===== src/rtl/ex_mem_latch.sv =====
// EX->MEM pipeline latch with a 2-entry skid buffer and a registered in_ready.
// Optional performance counters are enabled with EX_MEM_PERF_COUNT_EN.
`ifndef WORD_SIZE
`define WORD_SIZE 32
`endif

module ex_mem_latch #(
    parameter int unsigned WORD_SIZE  = `WORD_SIZE,
    parameter int unsigned REG_ADDR_W = 5
) (
    input  logic                  clk,
    input  logic                  reset,
    input  logic                  flush,
    input  logic                  in_valid,
    output logic                  in_ready,
    input  logic [6:0]            in_opcode,
    input  logic [WORD_SIZE-1:0]  in_alu_out,
    input  logic                  in_zero,
    input  logic [WORD_SIZE-1:0]  in_exc,
    input  logic [WORD_SIZE-1:0]  in_store_data,
    input  logic [REG_ADDR_W-1:0] in_rd,
    output logic                  out_valid,
    input  logic                  out_ready,
    output logic [6:0]            out_opcode,
    output logic [WORD_SIZE-1:0]  out_alu_out,
    output logic [WORD_SIZE-1:0]  out_store_data,
    output logic [REG_ADDR_W-1:0] out_rd,
    output logic [WORD_SIZE-1:0]  out_exc,
    output logic                  out_exc_valid,
    output logic                  out_branch_taken,
    output logic                  out_is_mem
`ifdef EX_MEM_PERF_COUNT_EN
    ,
    output logic [31:0]           perf_stall_cycles,
    output logic [31:0]           perf_branch_taken
`endif
);

    localparam logic [6:0] OpcodeLoad   = 7'b0000011;
    localparam logic [6:0] OpcodeStore  = 7'b0100011;
    localparam logic [6:0] OpcodeBranch = 7'b1100011;

    typedef struct packed {
        logic [6:0]            opcode;
        logic [WORD_SIZE-1:0]  alu_out;
        logic [WORD_SIZE-1:0]  exc;
        logic [WORD_SIZE-1:0]  store_data;
        logic [REG_ADDR_W-1:0] rd;
        logic                  taken;
    } entry_t;

    typedef enum logic [1:0] {StEmpty, StOne, StFull} state_e;

    state_e state_q, state_d;
    entry_t main_q, main_d, skid_q, skid_d, in_entry;
    logic   in_ready_q, in_ready_d;
    logic   accept, drain;

    assign accept = in_valid && in_ready_q;
    assign drain  = out_valid && out_ready;

    // Branch decision is frozen at capture time.
    assign in_entry = '{
        opcode:     in_opcode,
        alu_out:    in_alu_out,
        exc:        in_exc,
        store_data: in_store_data,
        rd:         in_rd,
        taken:      (in_opcode == OpcodeBranch) && in_zero
    };

    always_comb begin
        state_d = state_q;
        main_d  = main_q;
        skid_d  = skid_q;
        if (flush) begin
            state_d = StEmpty;
        end else begin
            unique case (state_q)
                StEmpty: begin
                    if (accept) begin
                        main_d  = in_entry;
                        state_d = StOne;
                    end
                end
                StOne: begin
                    if (accept && drain) begin
                        main_d = in_entry;
                    end else if (accept) begin
                        skid_d  = in_entry;
                        state_d = StFull;
                    end else if (drain) begin
                        state_d = StEmpty;
                    end
                end
                StFull: begin
                    if (drain) begin
                        main_d  = skid_q;
                        state_d = StOne;
                    end
                end
                default: state_d = StEmpty;
            endcase
        end
        in_ready_d = (state_d != StFull);
    end

    always_ff @(posedge clk or posedge reset) begin
        if (reset) begin
            state_q    <= StEmpty;
            main_q     <= '0;
            skid_q     <= '0;
            in_ready_q <= 1'b1;
        end else begin
            state_q    <= state_d;
            main_q     <= main_d;
            skid_q     <= skid_d;
            in_ready_q <= in_ready_d;
        end
    end

    assign in_ready         = in_ready_q;
    assign out_valid        = (state_q != StEmpty);
    assign out_opcode       = main_q.opcode;
    assign out_alu_out      = main_q.alu_out;
    assign out_store_data   = main_q.store_data;
    assign out_rd           = main_q.rd;
    assign out_exc          = main_q.exc;
    assign out_exc_valid    = out_valid && (main_q.exc != '0);
    assign out_branch_taken = out_valid && main_q.taken;
    assign out_is_mem       = out_valid &&
                              ((main_q.opcode == OpcodeLoad) || (main_q.opcode == OpcodeStore));

`ifdef EX_MEM_PERF_COUNT_EN
    logic [31:0] stall_cnt_q, branch_cnt_q;

    always_ff @(posedge clk or posedge reset) begin
        if (reset) begin
            stall_cnt_q  <= '0;
            branch_cnt_q <= '0;
        end else begin
            if (out_valid && !out_ready) stall_cnt_q <= stall_cnt_q + 32'd1;
            if (accept && !flush && in_entry.taken) branch_cnt_q <= branch_cnt_q + 32'd1;
        end
    end

    assign perf_stall_cycles = stall_cnt_q;
    assign perf_branch_taken = branch_cnt_q;
`endif

endmodule

===== config.mk =====
export PLATFORM = sky130hd
export DESIGN_NAME = ex_mem_latch
export DESIGN_NICKNAME = d
export VERILOG_FILES = /design/src/rtl/ex_mem_latch.sv
export SDC_FILE = /design/constraint.sdc
export NUM_CORES = 1
export LEC_CHECK = 0
export CAP_MARGIN = 25
export CORE_MARGIN = 5
export CORE_UTILIZATION = 50
export CTS_CLUSTER_SIZE = 24
export DETAILED_ROUTE_END_ITERATION = 8
export PLACE_DENSITY = 0.88
export SETUP_SLACK_MARGIN = 0.05
export SLEW_MARGIN = 0
export SYNTH_ARGS = -nofsm -noshare
export SYNTH_HDL_FRONTEND = slang
export SYNTH_SLANG_ARGS = --single-unit

===== constraint.sdc =====
create_clock -name clk -period 10.6 [get_ports clk]
set_input_delay 2.12 -clock clk [delete_from_list [all_inputs] [get_ports clk]]
set_output_delay 2.12 -clock clk [all_outputs]
set_load 0.01 [all_outputs]

==> flow_summary_export.csv <==
group,metric,value,unit
status,outcome,"finished, final reports clean",
synthesis,synth.distinct_cells,26,
synthesis,ys_seq_area_share,52.7,%
synthesis,yosysTopAreaCell,"dfrtp_1",
synthesis,syn-num-nets,842,
critical_path,crit_family,"simple AND/OR/NAND/NOR gates",
route,vias,5901,
final_layout,fillers,1572,
placed_design,gp_congestion,0.753,
clocking,clockBufferDepth,3,
global_routing,grt_pass1_wl,35000,µm
synthesis,synth_mux_area_share,35.5,%
floorplanning,die_w,155,µm
final_layout,finish.net_count,960,
synthesis,synth_fa_ha_area_share,0,%
placed_design,place.port_buffers,226,
synthesis,synthSimpleGateAreaFrac,1.68,%
min_path,holdCritPathClass,"flop to flop",
critical_path,worstSetupEndpointType,"output port",
timing,fin_tns_setup,0,ns
final_layout,fin_util,62.4,%
floorplanning,die_area,24000,µm²
timing,rsz0062_at_grt,"false",
global_routing,grt_max_degree,142,
timing,finalSetupViolCount,0,
clocking,numCtsBuffers,25,
floorplanning,io-pin-count,227,
run,maxCapViolCount,0,
route,wl_per_cell,18.9,µm
global_routing,grt_pass1_vias,6561,
final_layout,diodes,0,
pwr,irDropWorstVdd,145,µV
route,drtPass1Iterations,4,
global_routing,overflow,0,
route,wirelength,21600,µm
synthesis,synth_top_family_by_area,"multiplexers",
floorplanning,dieHeight,155,µm
timing,slew_headroom,31.8,%
route,drt_iter0_drc,160,
clocking,cts_resized,0,
synthesis,ys_warn_count,0,
floorplanning,start_util,50.4,%
clocking,root_buffer,"clkbuf_16",
critical_path,crit_type,"flop to output port",
clocking,clk_pin_slew,0.06,ns
clocking,post_cts.repair.setup_buffers,0,
floorplanning,core-area,20800,µm²
critical_path,cp_max_fo,3,
floorplanning,num_rows,53,
placed_design,dp_cells,1092,
synthesis,ys_top_cells_by_area,"dfrtp_1, mux2_2, buf_4",
placed_design,dpl.hpwl,14100,µm
critical_path,crit_arrival,2.47,ns
synthesis,synth.avg_cell_area,14.4,µm²
critical_path,crit_required,8.48,ns
pwr,total_power,0.00260,W
critical_path,cp_slowest_stage_delay,0.67,ns
critical_path,startpoint_type,"flop",
clocking,clk_latency,0.51,ns
synthesis,netlist_area,10500,µm²
timing,fin_skew,0.0104,ns
global_routing,grt.total_usage,17.8,%
pwr,power_density,200,nW/µm²
synthesis,synth_xor_area_share,0,%
route,drcViolationCount,0,
timing,hold_viol_final,0,
global_routing,antenna_found_initial,1,
final_layout,finalNonFillerCells,1139,
timing,whs,0.488,ns
synthesis,synth_compound_area_share,0.250,%
synthesis,yosys.area.top_type_share,52.4,%
synthesis,synth_seq_cells,221,
clocking,numClockSinks,221,
timing,fmax,0.218,GHz
pwr,leakage,5.48,nW
timing,post-route-period-util,43.3,%
timing,slew_viol_final,0,
clocking,postCtsHoldBufs,0,
synthesis,synth_cells,728,
timing,layout_min_cycle_time,4.59,ns
critical_path,crit_slowest_cell,"or4b_2",
critical_path,crit_chain,"or4b_2 -> nor4b_1 -> clkdlybuf4s50_1",
critical_path,crit_buf_inv,1,
final_layout,drive_above_1_share,43.1,%
route,detail-route-antenna-nets,0,
timing,tightestPinTransition,1.02,ns
final_layout,syn_to_final_growth,23.8,%
clocking,cts-htree-levels,1,
clocking,tritoncts,"yes",
route,routed_via_density,5.18,
==> synthesized netlist by cell type <==
cell,n
or4b_2,1
nor4b_1,1
mux2_2,307
inv_1,3
nor4_1,9
nand4b_1,1
nor3_1,1
mux2_1,10
dfstp_2,1
dfrtp_1,220
buf_2,30
o21bai_1,1
and3b_1,2
nand3b_1,1
nor2b_1,2
nand4_1,2
nor2_1,4
o22a_1,1
nor2b_2,1
or3_1,1
mux2_4,10
buf_4,110
a21oi_1,2
nand2_1,2
buf_6,4
mux2i_1,1
==> kinds of logic after synthesis <==
family,after synthesis
AO/OA/AOI/OAI,4
flip-flops,221
AND/OR/NAND/NOR,28
multiplexers,328
buffers and inverters,147
==> cell usage in the layout, fill, tap and decap left out <==
master           synthesis  layout
nor2_1                   4       4
nor2b_4                  0       1
clkinv_4                 0       1
nor3_1                   1       1
nor2b_1                  2       1
clkbuf_1                 0       5
mux2i_1                  1       1
mux2_1                  10      10
dfstp_2                  1       1
or4b_2                   1       1
nand4b_1                 1       1
bufinv_16                0       1
clkdlybuf4s50_1          0     226
buf_16                   0       1
nor2b_2                  1       1
a21oi_1                  2       2
o21bai_4                 0       1
dfrtp_1                220     220
and3b_1                  2       2
clkbuf_16                0      25
buf_12                   0       1
clkbuf_8                 0       4
clkinv_2                 0       7
o22a_1                   1       1
nand2_1                  2       2
nor4_1                   9       9
mux2_4                  10      10
inv_1                    3       2
mux2_2                 307     307
or3_1                    1       1
nand4_1                  2       2
nor4b_1                  1       1
nand3b_1                 1       1
clkinvlp_4               0       2
buf_4                  110       7
inv_8                    0       1
==> path summary, 6_finish.rpt <==
check | depth (start not counted) | start | slack, ns | endpoint
max in group asynchronous | 5 | reset | 6.95 | in_ready$_DFF_PP1_
worst min register to register | 1 | skid_q[73]$_DFFE_PP0P_ | 0.49 | skid_q[73]$_DFFE_PP0P_
worst max-delay path | 3 | out_opcode[2]$_DFFE_PP0P_ | 6.01 | out_is_mem
worst min-delay path | 1 | skid_q[73]$_DFFE_PP0P_ | 0.49 | skid_q[73]$_DFFE_PP0P_
worst max register to register | 5 | state_q[1]$_DFF_PP0_ | 7.94 | skid_q[85]$_DFFE_PP0P_
min in group asynchronous | 2 | reset | 1.90 | out_store_data[14]$_DFFE_PP0P_
==> report_power, final <==
| group | leakage, nW | total, W | internal [W] | switching, W |
|---|---|---|---|---|
| Clock | 0.389 | 0.000823 | 0.000486 | 0.000337 |
| Sequential | 2.66 | 0.00118 | 0.00106 | 0.000121 |
| Combinational | 2.43 | 0.000595 | 0.000391 | 0.000204 |
==> registers in the layout, summed over array words and instances (netlist names), 2 cells and up <==
name	flops
out_opcode	7
out_rd	5
out_store_data	32
skid_q	109
out_exc	32
out_alu_out	32
state_q	2
==> metal layers <==
metal | share of wire (%) | wire [µm] | global-route usage [%] | vias up
met5 | 0.060 | 13 | 0 | -
met4 | 2.7 | 582 | 4.96 | 2
met3 | 6.3 | 1370 | 4.67 | 44
met2 | 51 | 10900 | 30.6 | 150
met1 | 40 | 8700 | 22.2 | 3001
li1 | - | - | - | 2704
==> area by class of cell <==
cell class / instances / area (µm²) / share of cell area, %
clock buffers: 34 / 699 / 5.38
multi-input cells: 360 / 3950 / 30.4
well taps: 275 / 344 / 2.65
flip-flops and latches: 221 / 5530 / 42.6
inverters: 3 / 18.8 / 0.144
repair buffers: 235 / 2360 / 18.2
clock inverters: 11 / 88.8 / 0.684
==> metrics by stage <==
step	cell area, µm²	setup WS, ns
floorplan	10500	2.43
global placement	12200	5.83
detailed placement	12200	5.80
CTS	12900	5.97
global route	13000	5.89
finish	13000	6.01
No activity file was read; power rests on OpenSTA's default activity.
